### config.mk
export PLATFORM = sky130hd
export DESIGN_NAME = mem_bus_arbiter
export DESIGN_NICKNAME = d
export VERILOG_FILES = /design/src/rtl/mem_bus_arbiter.sv
export SDC_FILE = /design/constraint.sdc
export NUM_CORES = 1
export LEC_CHECK = 0
export ABC_CLOCK_PERIOD_IN_PS = 6100
export BUFFER_PORTS_ARGS = -buffer_cell sky130_fd_sc_hd__buf_2
export CORE_AREA = 2 2 222 224
export DETAILED_ROUTE_END_ITERATION = 8
export DIE_AREA = 0 0 224 226
export SYNTH_ARGS = -nofsm -noshare
export SYNTH_HDL_FRONTEND = slang
export SYNTH_SLANG_ARGS = --single-unit
### constraint.sdc
create_clock -name clk -period 6.1 [get_ports clk]
set_input_delay 0.305 -clock clk [delete_from_list [all_inputs] [get_ports clk]]
set_output_delay 0.305 -clock clk [all_outputs]
set_load 0.02 [all_outputs]
### src/rtl/mem_bus_arbiter.sv
// N-to-1 memory-port arbiter with independent round-robin read and write channels,
// burst-long grants and a read-after-write line hazard interlock.
module mem_bus_arbiter #(
    parameter int unsigned NUM_PORTS = 3,
    parameter int unsigned ADDR_W    = 32,
    parameter int unsigned DATA_W    = 32,
    parameter int unsigned LEN_W     = 4,
    parameter int unsigned HAZ_LSB   = 4
) (
    input  logic                        clk,
    input  logic                        rst,
    input  logic [NUM_PORTS-1:0]        m_rreq,
    input  logic [NUM_PORTS*ADDR_W-1:0] m_raddr,
    input  logic [NUM_PORTS*3-1:0]      m_rsize,
    input  logic [NUM_PORTS*LEN_W-1:0]  m_rlen,
    output logic [NUM_PORTS-1:0]        m_rgnt,
    output logic [NUM_PORTS-1:0]        m_rvalid,
    output logic [NUM_PORTS-1:0]        m_rlast,
    output logic [DATA_W-1:0]           m_rdata,
    input  logic [NUM_PORTS-1:0]        m_wreq,
    input  logic [NUM_PORTS*ADDR_W-1:0] m_waddr,
    input  logic [NUM_PORTS*3-1:0]      m_wsize,
    input  logic [NUM_PORTS*LEN_W-1:0]  m_wlen,
    input  logic [NUM_PORTS*DATA_W-1:0] m_wdata,
    input  logic [NUM_PORTS*4-1:0]      m_wstrb,
    output logic [NUM_PORTS-1:0]        m_wgnt,
    output logic [NUM_PORTS-1:0]        m_wready,
    output logic [NUM_PORTS-1:0]        m_bdone,
    output logic                        ram_arvalid,
    input  logic                        ram_arready,
    output logic [ADDR_W-1:0]           ram_araddr,
    output logic [2:0]                  ram_arsize,
    output logic [LEN_W-1:0]            ram_arlen,
    output logic [3:0]                  ram_arid,
    input  logic                        ram_rvalid,
    input  logic                        ram_rlast,
    input  logic [3:0]                  ram_rid,
    input  logic [DATA_W-1:0]           ram_rdata,
    output logic                        ram_awvalid,
    input  logic                        ram_awready,
    output logic [ADDR_W-1:0]           ram_awaddr,
    output logic [2:0]                  ram_awsize,
    output logic [LEN_W-1:0]            ram_awlen,
    output logic                        ram_wvalid,
    input  logic                        ram_wready,
    output logic                        ram_wlast,
    output logic [DATA_W-1:0]           ram_wdata,
    output logic [3:0]                  ram_wstrb,
    input  logic                        ram_bvalid
);
    localparam int unsigned IDX_W = (NUM_PORTS > 1) ? $clog2(NUM_PORTS) : 1;

    typedef enum logic [1:0] {R_IDLE, R_ADDR, R_DATA} r_state_t;
    typedef enum logic [1:0] {W_IDLE, W_ADDR, W_DATA, W_RESP} w_state_t;

    r_state_t             r_state, r_next;
    w_state_t             w_state, w_next;
    logic [IDX_W-1:0]     r_owner, r_ptr, r_idx, w_owner, w_ptr, w_idx;
    logic [ADDR_W-1:0]    r_addr, w_addr;
    logic [2:0]           r_size, w_size;
    logic [LEN_W-1:0]     r_len, w_len, w_cnt;
    logic [NUM_PORTS-1:0] r_onehot, w_onehot, r_haz, r_cand, w_cand;
    logic                 r_found, w_found, r_beat, w_beat, w_last;

    logic [ADDR_W-1:0] raddr_a [NUM_PORTS];
    logic [ADDR_W-1:0] waddr_a [NUM_PORTS];
    logic [2:0]        rsize_a [NUM_PORTS];
    logic [2:0]        wsize_a [NUM_PORTS];
    logic [LEN_W-1:0]  rlen_a  [NUM_PORTS];
    logic [LEN_W-1:0]  wlen_a  [NUM_PORTS];
    logic [DATA_W-1:0] wdata_a [NUM_PORTS];
    logic [3:0]        wstrb_a [NUM_PORTS];

    for (genvar g = 0; g < NUM_PORTS; g++) begin : g_unpack
        assign raddr_a[g] = m_raddr[g*ADDR_W +: ADDR_W];
        assign waddr_a[g] = m_waddr[g*ADDR_W +: ADDR_W];
        assign rsize_a[g] = m_rsize[g*3 +: 3];
        assign wsize_a[g] = m_wsize[g*3 +: 3];
        assign rlen_a[g]  = m_rlen[g*LEN_W +: LEN_W];
        assign wlen_a[g]  = m_wlen[g*LEN_W +: LEN_W];
        assign wdata_a[g] = m_wdata[g*DATA_W +: DATA_W];
        assign wstrb_a[g] = m_wstrb[g*4 +: 4];
    end

    // First requester at or after ptr, wrapping; returns {found, index}.
    function automatic logic [IDX_W:0] rr_pick(input logic [NUM_PORTS-1:0] req,
                                               input logic [IDX_W-1:0] ptr);
        logic [2*NUM_PORTS-1:0] rot;
        logic                   found;
        logic [IDX_W-1:0]       idx;
        rot   = {req, req} >> ptr;
        found = 1'b0;
        idx   = '0;
        for (int i = 0; i < int'(NUM_PORTS); i++) begin
            if (!found && rot[i]) begin
                found = 1'b1;
                idx   = IDX_W'((int'(ptr) + i) % int'(NUM_PORTS));
            end
        end
        return {found, idx};
    endfunction

    function automatic logic [IDX_W-1:0] ptr_inc(input logic [IDX_W-1:0] p);
        return (p == IDX_W'(NUM_PORTS - 1)) ? '0 : p + IDX_W'(1);
    endfunction

    // Read candidates on the line being (or about to be) written are held off.
    always_comb begin
        r_haz = '0;
        for (int i = 0; i < int'(NUM_PORTS); i++) begin
            if (w_state != W_IDLE)
                r_haz[i] = raddr_a[i][ADDR_W-1:HAZ_LSB] == w_addr[ADDR_W-1:HAZ_LSB];
            else if (w_found)
                r_haz[i] = raddr_a[i][ADDR_W-1:HAZ_LSB] == waddr_a[w_idx][ADDR_W-1:HAZ_LSB];
        end
    end

    // A port whose completion is being pulsed is still holding its request.
    assign w_cand             = m_wreq & ~m_bdone;
    assign r_cand             = m_rreq & ~r_haz;
    assign {w_found, w_idx}   = rr_pick(w_cand, w_ptr);
    assign {r_found, r_idx}   = rr_pick(r_cand, r_ptr);
    assign r_onehot           = NUM_PORTS'(1) << r_owner;
    assign w_onehot           = NUM_PORTS'(1) << w_owner;
    assign r_beat             = (r_state == R_DATA) && ram_rvalid && (ram_rid == 4'(r_owner));
    assign w_beat             = (w_state == W_DATA) && ram_wready;
    assign w_last             = (w_cnt == w_len);

    assign ram_araddr = r_addr;
    assign ram_arsize = r_size;
    assign ram_arlen  = r_len;
    assign ram_arid   = 4'(r_owner);
    assign ram_awaddr = w_addr;
    assign ram_awsize = w_size;
    assign ram_awlen  = w_len;

    always_ff @(posedge clk) begin
        if (rst) begin
            r_state <= R_IDLE;
            w_state <= W_IDLE;
        end else begin
            r_state <= r_next;
            w_state <= w_next;
        end
    end

    always_comb begin
        r_next = r_state;
        case (r_state)
            R_IDLE:  if (r_found) r_next = R_ADDR;
            R_ADDR:  if (ram_arready) r_next = R_DATA;
            R_DATA:  if (r_beat && ram_rlast) r_next = R_IDLE;
            default: r_next = R_IDLE;
        endcase
    end

    always_comb begin
        w_next = w_state;
        case (w_state)
            W_IDLE:  if (w_found) w_next = W_ADDR;
            W_ADDR:  if (ram_awready) w_next = W_DATA;
            W_DATA:  if (w_beat && w_last) w_next = W_RESP;
            W_RESP:  if (ram_bvalid) w_next = W_IDLE;
            default: w_next = W_IDLE;
        endcase
    end

    always_comb begin
        m_rgnt      = '0;
        m_rvalid    = '0;
        m_rlast     = '0;
        m_rdata     = '0;
        ram_arvalid = 1'b0;
        if (r_state != R_IDLE) m_rgnt = r_onehot;
        if (r_state == R_ADDR) ram_arvalid = 1'b1;
        if (r_state == R_DATA) m_rdata = ram_rdata;
        if (r_beat) begin
            m_rvalid = r_onehot;
            if (ram_rlast) m_rlast = r_onehot;
        end
    end

    always_comb begin
        m_wgnt      = '0;
        m_wready    = '0;
        ram_awvalid = 1'b0;
        ram_wvalid  = 1'b0;
        ram_wlast   = 1'b0;
        ram_wdata   = '0;
        ram_wstrb   = '0;
        if (w_state != W_IDLE) m_wgnt = w_onehot;
        if (w_state == W_ADDR) ram_awvalid = 1'b1;
        if (w_state == W_DATA) begin
            ram_wvalid = 1'b1;
            ram_wlast  = w_last;
            ram_wdata  = wdata_a[w_owner];
            ram_wstrb  = wstrb_a[w_owner];
        end
        if (w_beat) m_wready = w_onehot;
    end

    // Read command latch and pointer.
    always_ff @(posedge clk) begin
        if (rst) begin
            r_owner <= '0;
            r_addr  <= '0;
            r_size  <= '0;
            r_len   <= '0;
            r_ptr   <= '0;
        end else begin
            if (r_state == R_IDLE && r_found) begin
                r_owner <= r_idx;
                r_addr  <= raddr_a[r_idx];
                r_size  <= rsize_a[r_idx];
                r_len   <= rlen_a[r_idx];
            end
            if (r_beat && ram_rlast) r_ptr <= ptr_inc(r_owner);
        end
    end

    // Write command latch, beat counter, pointer and completion pulse.
    always_ff @(posedge clk) begin
        if (rst) begin
            w_owner <= '0;
            w_addr  <= '0;
            w_size  <= '0;
            w_len   <= '0;
            w_cnt   <= '0;
            w_ptr   <= '0;
            m_bdone <= '0;
        end else begin
            m_bdone <= '0;
            if (w_state == W_IDLE && w_found) begin
                w_owner <= w_idx;
                w_addr  <= waddr_a[w_idx];
                w_size  <= wsize_a[w_idx];
                w_len   <= wlen_a[w_idx];
            end
            if (w_beat) w_cnt <= w_last ? '0 : w_cnt + LEN_W'(1);
            if (w_state == W_RESP && ram_bvalid) begin
                m_bdone <= w_onehot;
                w_ptr   <= ptr_inc(w_owner);
            end
        end
    end
endmodule

# Word level (Yosys, flattened, before mapping)
# Index checks and enable logic that the tools add are counted.
# W data, S select, Z words.
[op_classes]
add_sub_neg = 7
n_mul = 0
div_mod_pow = 6
n_lt_le_gt_ge = 3
eq_ne = 22
shift = 4
muxes = 67
bitwise_logic = 8
reduce_logical = 23
[ops]
columns = ["op", "n"]
rows = [
  ["$mux W32", 8],
  ["$bmux W32 S2", 3],
  ["$eq A28 B28 Y1", 6],
  ["$mod A32 B3 Y32 const B", 4],
  ["$mod A3 B3 Y32 const B", 2],
  ["$mux W4", 8],
  ["$mux W2", 15],
  ["$mux W3", 10],
  ["$bmux W4 S2", 3],
  ["$mux W1", 16],
  ["$bmux W3 S2", 2],
  ["$logic_and A1 B1 Y1", 12],
  ["$ne A2 B2 Y1 const B", 6],
  ["$shr A6 B2 Y3", 2],
  ["$eq A2 B2 Y1 const B", 5],
  ["$ge A3 B3 Y1 const B", 3],
  ["$not A2 Y3", 3],
  ["$pmux W2 S4", 1],
  ["$add A2 B1 Y3 const B", 2],
  ["$add A2 B2 Y3 const B", 2],
  ["$and A3 B3 Y3", 2],
  ["$not A3 Y3", 2],
  ["$pmux W2 S3", 1],
  ["$shl A1 B2 Y3 const A", 2],
  ["other kinds (13)", 20],
]
[word_totals]
regBits = 97
latch_bits = 0
ramBits = 0
romBits = 0
input_bits = 392
wordCells = 154
n_memories = 0

# Depth between registers and ports, before layout
[logic_depth]
depth_word = 31
depth_mapped = 24
depth_no_buf = 17

# Worst setup path after synthesis
# OpenSTA, ideal clock, no wires.
[synth_timing]
path_type = "register to register"
start = "register w_ptr[0]"
end = "register r_addr[22], in the netlist ram_araddr[22]"
setup_time_ns = 0.120
arrival_time_ns = 4.622
setup_slack_ns = 1.358
stages_incl_launch_ff = 23
n_path_buf = 5
period_less_slack_ns = 4.742
cell_sequence = "dfxtp_1 > buf_6 > inv_1 > ha_1 > nand2b_1 > o221a_2 > and3_4 > o21ai_4 > buf_6 > mux2i_1 > o22a_1 > a31oi_1 > or4_4 > nor4_4 > nor2_1 > a221o_1 > a32o_1 > mux2_2 > buf_6 > buf_6 > buf_6 > mux2i_1 > o21ai_1"
[synth_between]
elab_chain_cells = 29
[synth_lines]
columns = ["item", "line", "text"]
rows = [
  ["from (decl)", "58", "logic [IDX_W-1:0] r_owner, r_ptr, r_idx, w_owner, w_ptr, w_idx;"],
  ["from (signal assigned)", "242", "w_ptr <= ptr_inc(w_owner);"],
  ["branches (longest 15 deep; another with $mod A32 B3 Y32)", "n/a", ""],
  ["$not A3 Y3 *", "120", "assign r_cand = m_rreq & ~r_haz;"],
  ["$and A3 B3 Y3 *", "120", ""],
  ["$shr A6 B2 Y3 *", "91", "rot = {req, req} >> ptr;"],
  ["$mux W1", "95", "if (!found && rot[i]) begin"],
  ["$logic_not A1 Y1", "95", ""],
  ["$logic_and A1 B1 Y1", "95", ""],
  ["$mux W1", "95", ""],
  ["$logic_not A1 Y1", "95", ""],
  ["$logic_and A1 B1 Y1", "95", ""],
  ["$mux W2", "95", ""],
  ["$not A2 Y3 (implied by the code)", "213", "r_addr <= raddr_a[r_idx];"],
  ["$bmux W32 S2", "213", ""],
  ["$mux W32 (implied by the code) (2 in series)", "213", ""],
  ["to (signal assigned)", "213", ""],
  ["to (decl)", "59", "logic [ADDR_W-1:0] r_addr, w_addr;"],
]
# Every way passes the cells marked *. The select of a mux whose other input is x is not followed.
# A chain may end at the register's enable or synchronous reset.

# Worst setup path after layout
[layout_timing]
start = "register w_ptr[1]"
end = "register r_addr[21], in the netlist ram_araddr[21]"
# Same word-level chain as after synthesis.

==> results_dict.tcl <==
set metrics [dict create \
    final.setup_skew_ns 0.0105 \
    drt-total-wl_um 67900 \
    grt_usage_pct 25.8 \
    die_h_um 226 \
    p_clk_share_pct 16.0 \
    fin_setup_tns_ns 0 \
    drtIter0Drc 1111 \
    synth_top_area_cell "dfxtp_1" \
    drc 0 \
    max_freq_ghz 0.173 \
    whs_endpoint "r_state[1]$_SDFFE_PP0P_" \
    clock_latency_ns 0.39 \
    synth_fa_ha_area_share_pct 1.59 \
    power.density_nw_per_um2 288 \
    vias 13300 \
    reg2reg_depth 19 \
    rsz0062_at_grt "false" \
    slew_violations 0 \
    synthCells 1367 \
    r2r_setup_slack_ns 0.33 \
    fin_crit_sh_pct 94.6 \
    p_sw_share_pct 51.7 \
    placed_cell_area_um2 13800 \
    path_max_fanout 19 \
    fin_area_um2 14200 \
    initial_core_util_pct 21.1 \
    grt_max_degree 61 \
    syn_area_per_cell_um2 7.47 \
    ant_nets 0 \
    num_io_pins 564 \
    synth-seq-area-share_pct 19.0 \
    drv_cap 0 \
    p_leak_nw 6.43 \
    die_width_um 224 \
    fin_util_pct 29.4 \
    fin_ws_ns 0.328 \
    post-synth-top-count-cell "nand2_1" \
    clockBufferDepth 2 \
    hold_buffers 0 \
    dr.pass1.iters 5 \
    critPathRequiredTime_ns 6.42 \
    synthMuxAreaShare_pct 11.3 \
    seqPwrFrac_pct 25.0 \
    wl_per_cell_um 26.7 \
    cts_made_buffers 9 \
    drive_above_1_share_pct 35.7 \
    ys_async_sr_fraction_pct 0 \
    hold_class "input port to register" \
    hold_viol 0 \
    grt_pass1_wl_um 93200 \
    htreeDepth 3 \
    syn_area_um2 10200 \
    cts_root_buf "clkbuf_16" \
    syn_to_final_growth_pct 39.2 \
    synth_top_family_by_area "compound AO/OA/AOI/OAI gates" \
    synth_edf_count 0 \
    pre_cts_ws_ns 0.389 \
    r2r-start "w_ptr[1]$_SDFFE_PP0P_" \
    pwr-share-comb_pct 59.0 \
    synth_warnings 0 \
    vias_per_cell 5.25 \
    antenna_found_initial 24 \
    post-place-cells 2511 \
    status "completed" \
    synth_flop_cell "dfxtp_1" \
    power_switching_w 0.00212 \
    dieArea_um2 50600 \
    min_period_ns 5.77 \
    clkTransAtPathRegs_ns 0.08 \
    critPathArrivalTime_ns 6.09 \
    irDropWorstVdd_mv 0.156 \
    n_fill_cell 5270 \
    r2r_end "ram_araddr[21]$_SDFFE_PP0P_" \
    cts_resized 0 \
    hold_path_depth 3 \
    worstHoldStart "ram_arready" \
    final_nets 2306 \
    cp-start-kind "register" \
    clock-sinks 97 \
    synth_common_cells "nand2_1 (172), mux2i_1 (106), dfxtp_1 (97), nor2_1 (77), and2_1 (72)" \
    cts_tree "built" \
    dp_hpwl_um 57000 \
    coreArea_um2 48300 \
    place_congestion 0.962 \
    synth.distinct_cells 93 \
    finalNonFillerCells 2539 \
    grt_pass1_vias 13100 \
    cp-end-kind "register" \
    yosys-top-cells-area "dfxtp_1 (19%), mux2i_1 (10%), nand2_1 (6.3%)" \
    synthXorXnorAreaFrac_pct 8.84 \
    grt_overflow 0 \
    intPower_w 0.00198 \
    worstMarginPinSlew_ns 1.14 \
    ys_ff_latch 97 \
    setup_viol 0 \
    postCtsSetupBuffers 0 \
    rows 81 \
    synth_compound_area_share_pct 27.6 \
    slew_headroom_pct 23.0 \
    numPortBuffers 561 \
    yosysTopAreaCellShare_pct 19.0 \
    synthSimpleGateAreaFrac_pct 25.2 \
    critPathKind "register to register" \
]
==> sequential cells by signal, summed over array words and instances, names as in the netlist, 3 cells and up <==
name        count
w_cnt           4
ram_awaddr     32
ram_awlen       4
ram_arsize      3
ram_awsize      3
ram_araddr     32
ram_arlen       4
m_bdone         3
==> cells by family (layout without fill, tap and decap cells) <==
| family | after synthesis | in the layout |
|---|---|---|
| AO/OA/AOI/OAI | 394 | 394 |
| XOR/XNOR | 103 | 103 |
| adder cells (fa/ha/maj) | 13 | 13 |
| buffers and inverters | 138 | 675 |
| flip-flops | 97 | 97 |
| multiplexers | 114 | 114 |
| other | 1 | 13 |
| AND/OR/NAND/NOR | 507 | 508 |
==> per-layer routing <==
metal | global-route usage (%) | up-vias | wire length (µm)
li1 | - | 6103 | -
met1 | 29.5 | 6363 | 25700
met2 | 45.7 | 707 | 33600
met3 | 6.49 | 143 | 5670
met4 | 10.7 | 26 | 2760
met5 | 0 | - | 172
==> worst max-delay path, cell delays in order, from the launching register on <==
cell and delay, ns:
dfxtp_1 0.52, ha_1 0.34, nand2b_1 0.12, o221a_2 0.28
and3_4 0.19, o21ai_4 0.41, buf_12 0.25, buf_4 0.19
mux2_1 0.36, a221oi_1 0.54, or4_1 0.21, nor4_1 0.06
a41oi_1 0.50, nor4_1 0.12, a311o_1 0.37, a32o_1 0.27
mux2_4 0.37, buf_4 0.22, o31a_1 0.30, o21ai_1 0.07
==> per-stage QoR <==
step	power (W)	hold WS (ns)
floorplan	0.00238	0.465
global placement	0.00341	0.486
detailed placement	0.00343	0.493
CTS	0.00410	0.148
global route	0.00432	0.177
finish	0.00410	0.169
==> cell usage in the layout (no fill, tap or decap), drive strengths merged, types with 9 or more instances in the layout <==
cell type,Yosys,layout
o21ai,103,103
diode,0,11
nand4,29,29
nor2,77,78
xor2,50,50
nor3,38,38
or3,15,15
o211ai,12,12
o31a,40,40
and2,72,72
o22ai,29,29
nand2,172,172
dfxtp,97,97
xnor2,53,53
nor4,18,18
a211oi,29,29
nor2b,19,19
and3,13,13
a2111oi,9,9
clkbuf,48,9
ha,13,13
mux2i,106,106
nand2b,12,12
buf,48,617
a21oi,47,47
nand3,22,22
a22oi,13,13
a31oi,11,11
inv,42,46
a221oi,14,14
==> layout make-up <==
class | instances | area (µm²) | area share (%)
tap | 622 | 778 | 5.48
inverter | 42 | 158 | 1.11
clock inverter | 7 | 93.8 | 0.660
sequential | 97 | 1940 | 13.7
timing repair buffer | 617 | 3320 | 23.3
antenna | 11 | 27.5 | 0.194
clock buffer | 9 | 225 | 1.58
multi-input combinational | 1134 | 7670 | 54.0
==> power by group through the flow <==
| stage | registers (W) | logic, W | clock network [W] |
|---|---|---|---|
| 3_5_place_dp | 0.00103 | 0.00239 | 0 |
| 2_1_floorplan | 0.00109 | 0.00130 | 0 |
| 6_report | 0.00102 | 0.00242 | 0.000657 |
| 5_1_grt | 0.00104 | 0.00258 | 0.000698 |
| 4_1_cts | 0.00102 | 0.00240 | 0.000681 |
| 3_3_place_gp | 0.00103 | 0.00239 | 0 |
==> worst max-delay path by stage <==
stage               cells past startpoint                           to                  start  slack, ns
finish                                 19  ram_araddr[21]$_SDFFE_PP0P_  w_ptr[1]$_SDFFE_PP0P_       0.33
global route                           19    ram_arlen[0]$_SDFFE_PP0P_  w_ptr[1]$_SDFFE_PP0P_       0.09
CTS                                    18    ram_arlen[1]$_SDFFE_PP0P_  w_ptr[0]$_SDFFE_PP0P_       0.32
detailed placement                     18    ram_arlen[1]$_SDFFE_PP0P_  w_ptr[0]$_SDFFE_PP0P_       0.39
global placement                       18  ram_araddr[21]$_SDFFE_PP0P_  w_ptr[0]$_SDFFE_PP0P_       0.43
floorplan                              22  ram_araddr[22]$_SDFFE_PP0P_  w_ptr[0]$_SDFFE_PP0P_       1.36
Note: power is estimated with default switching activity, not from simulation.
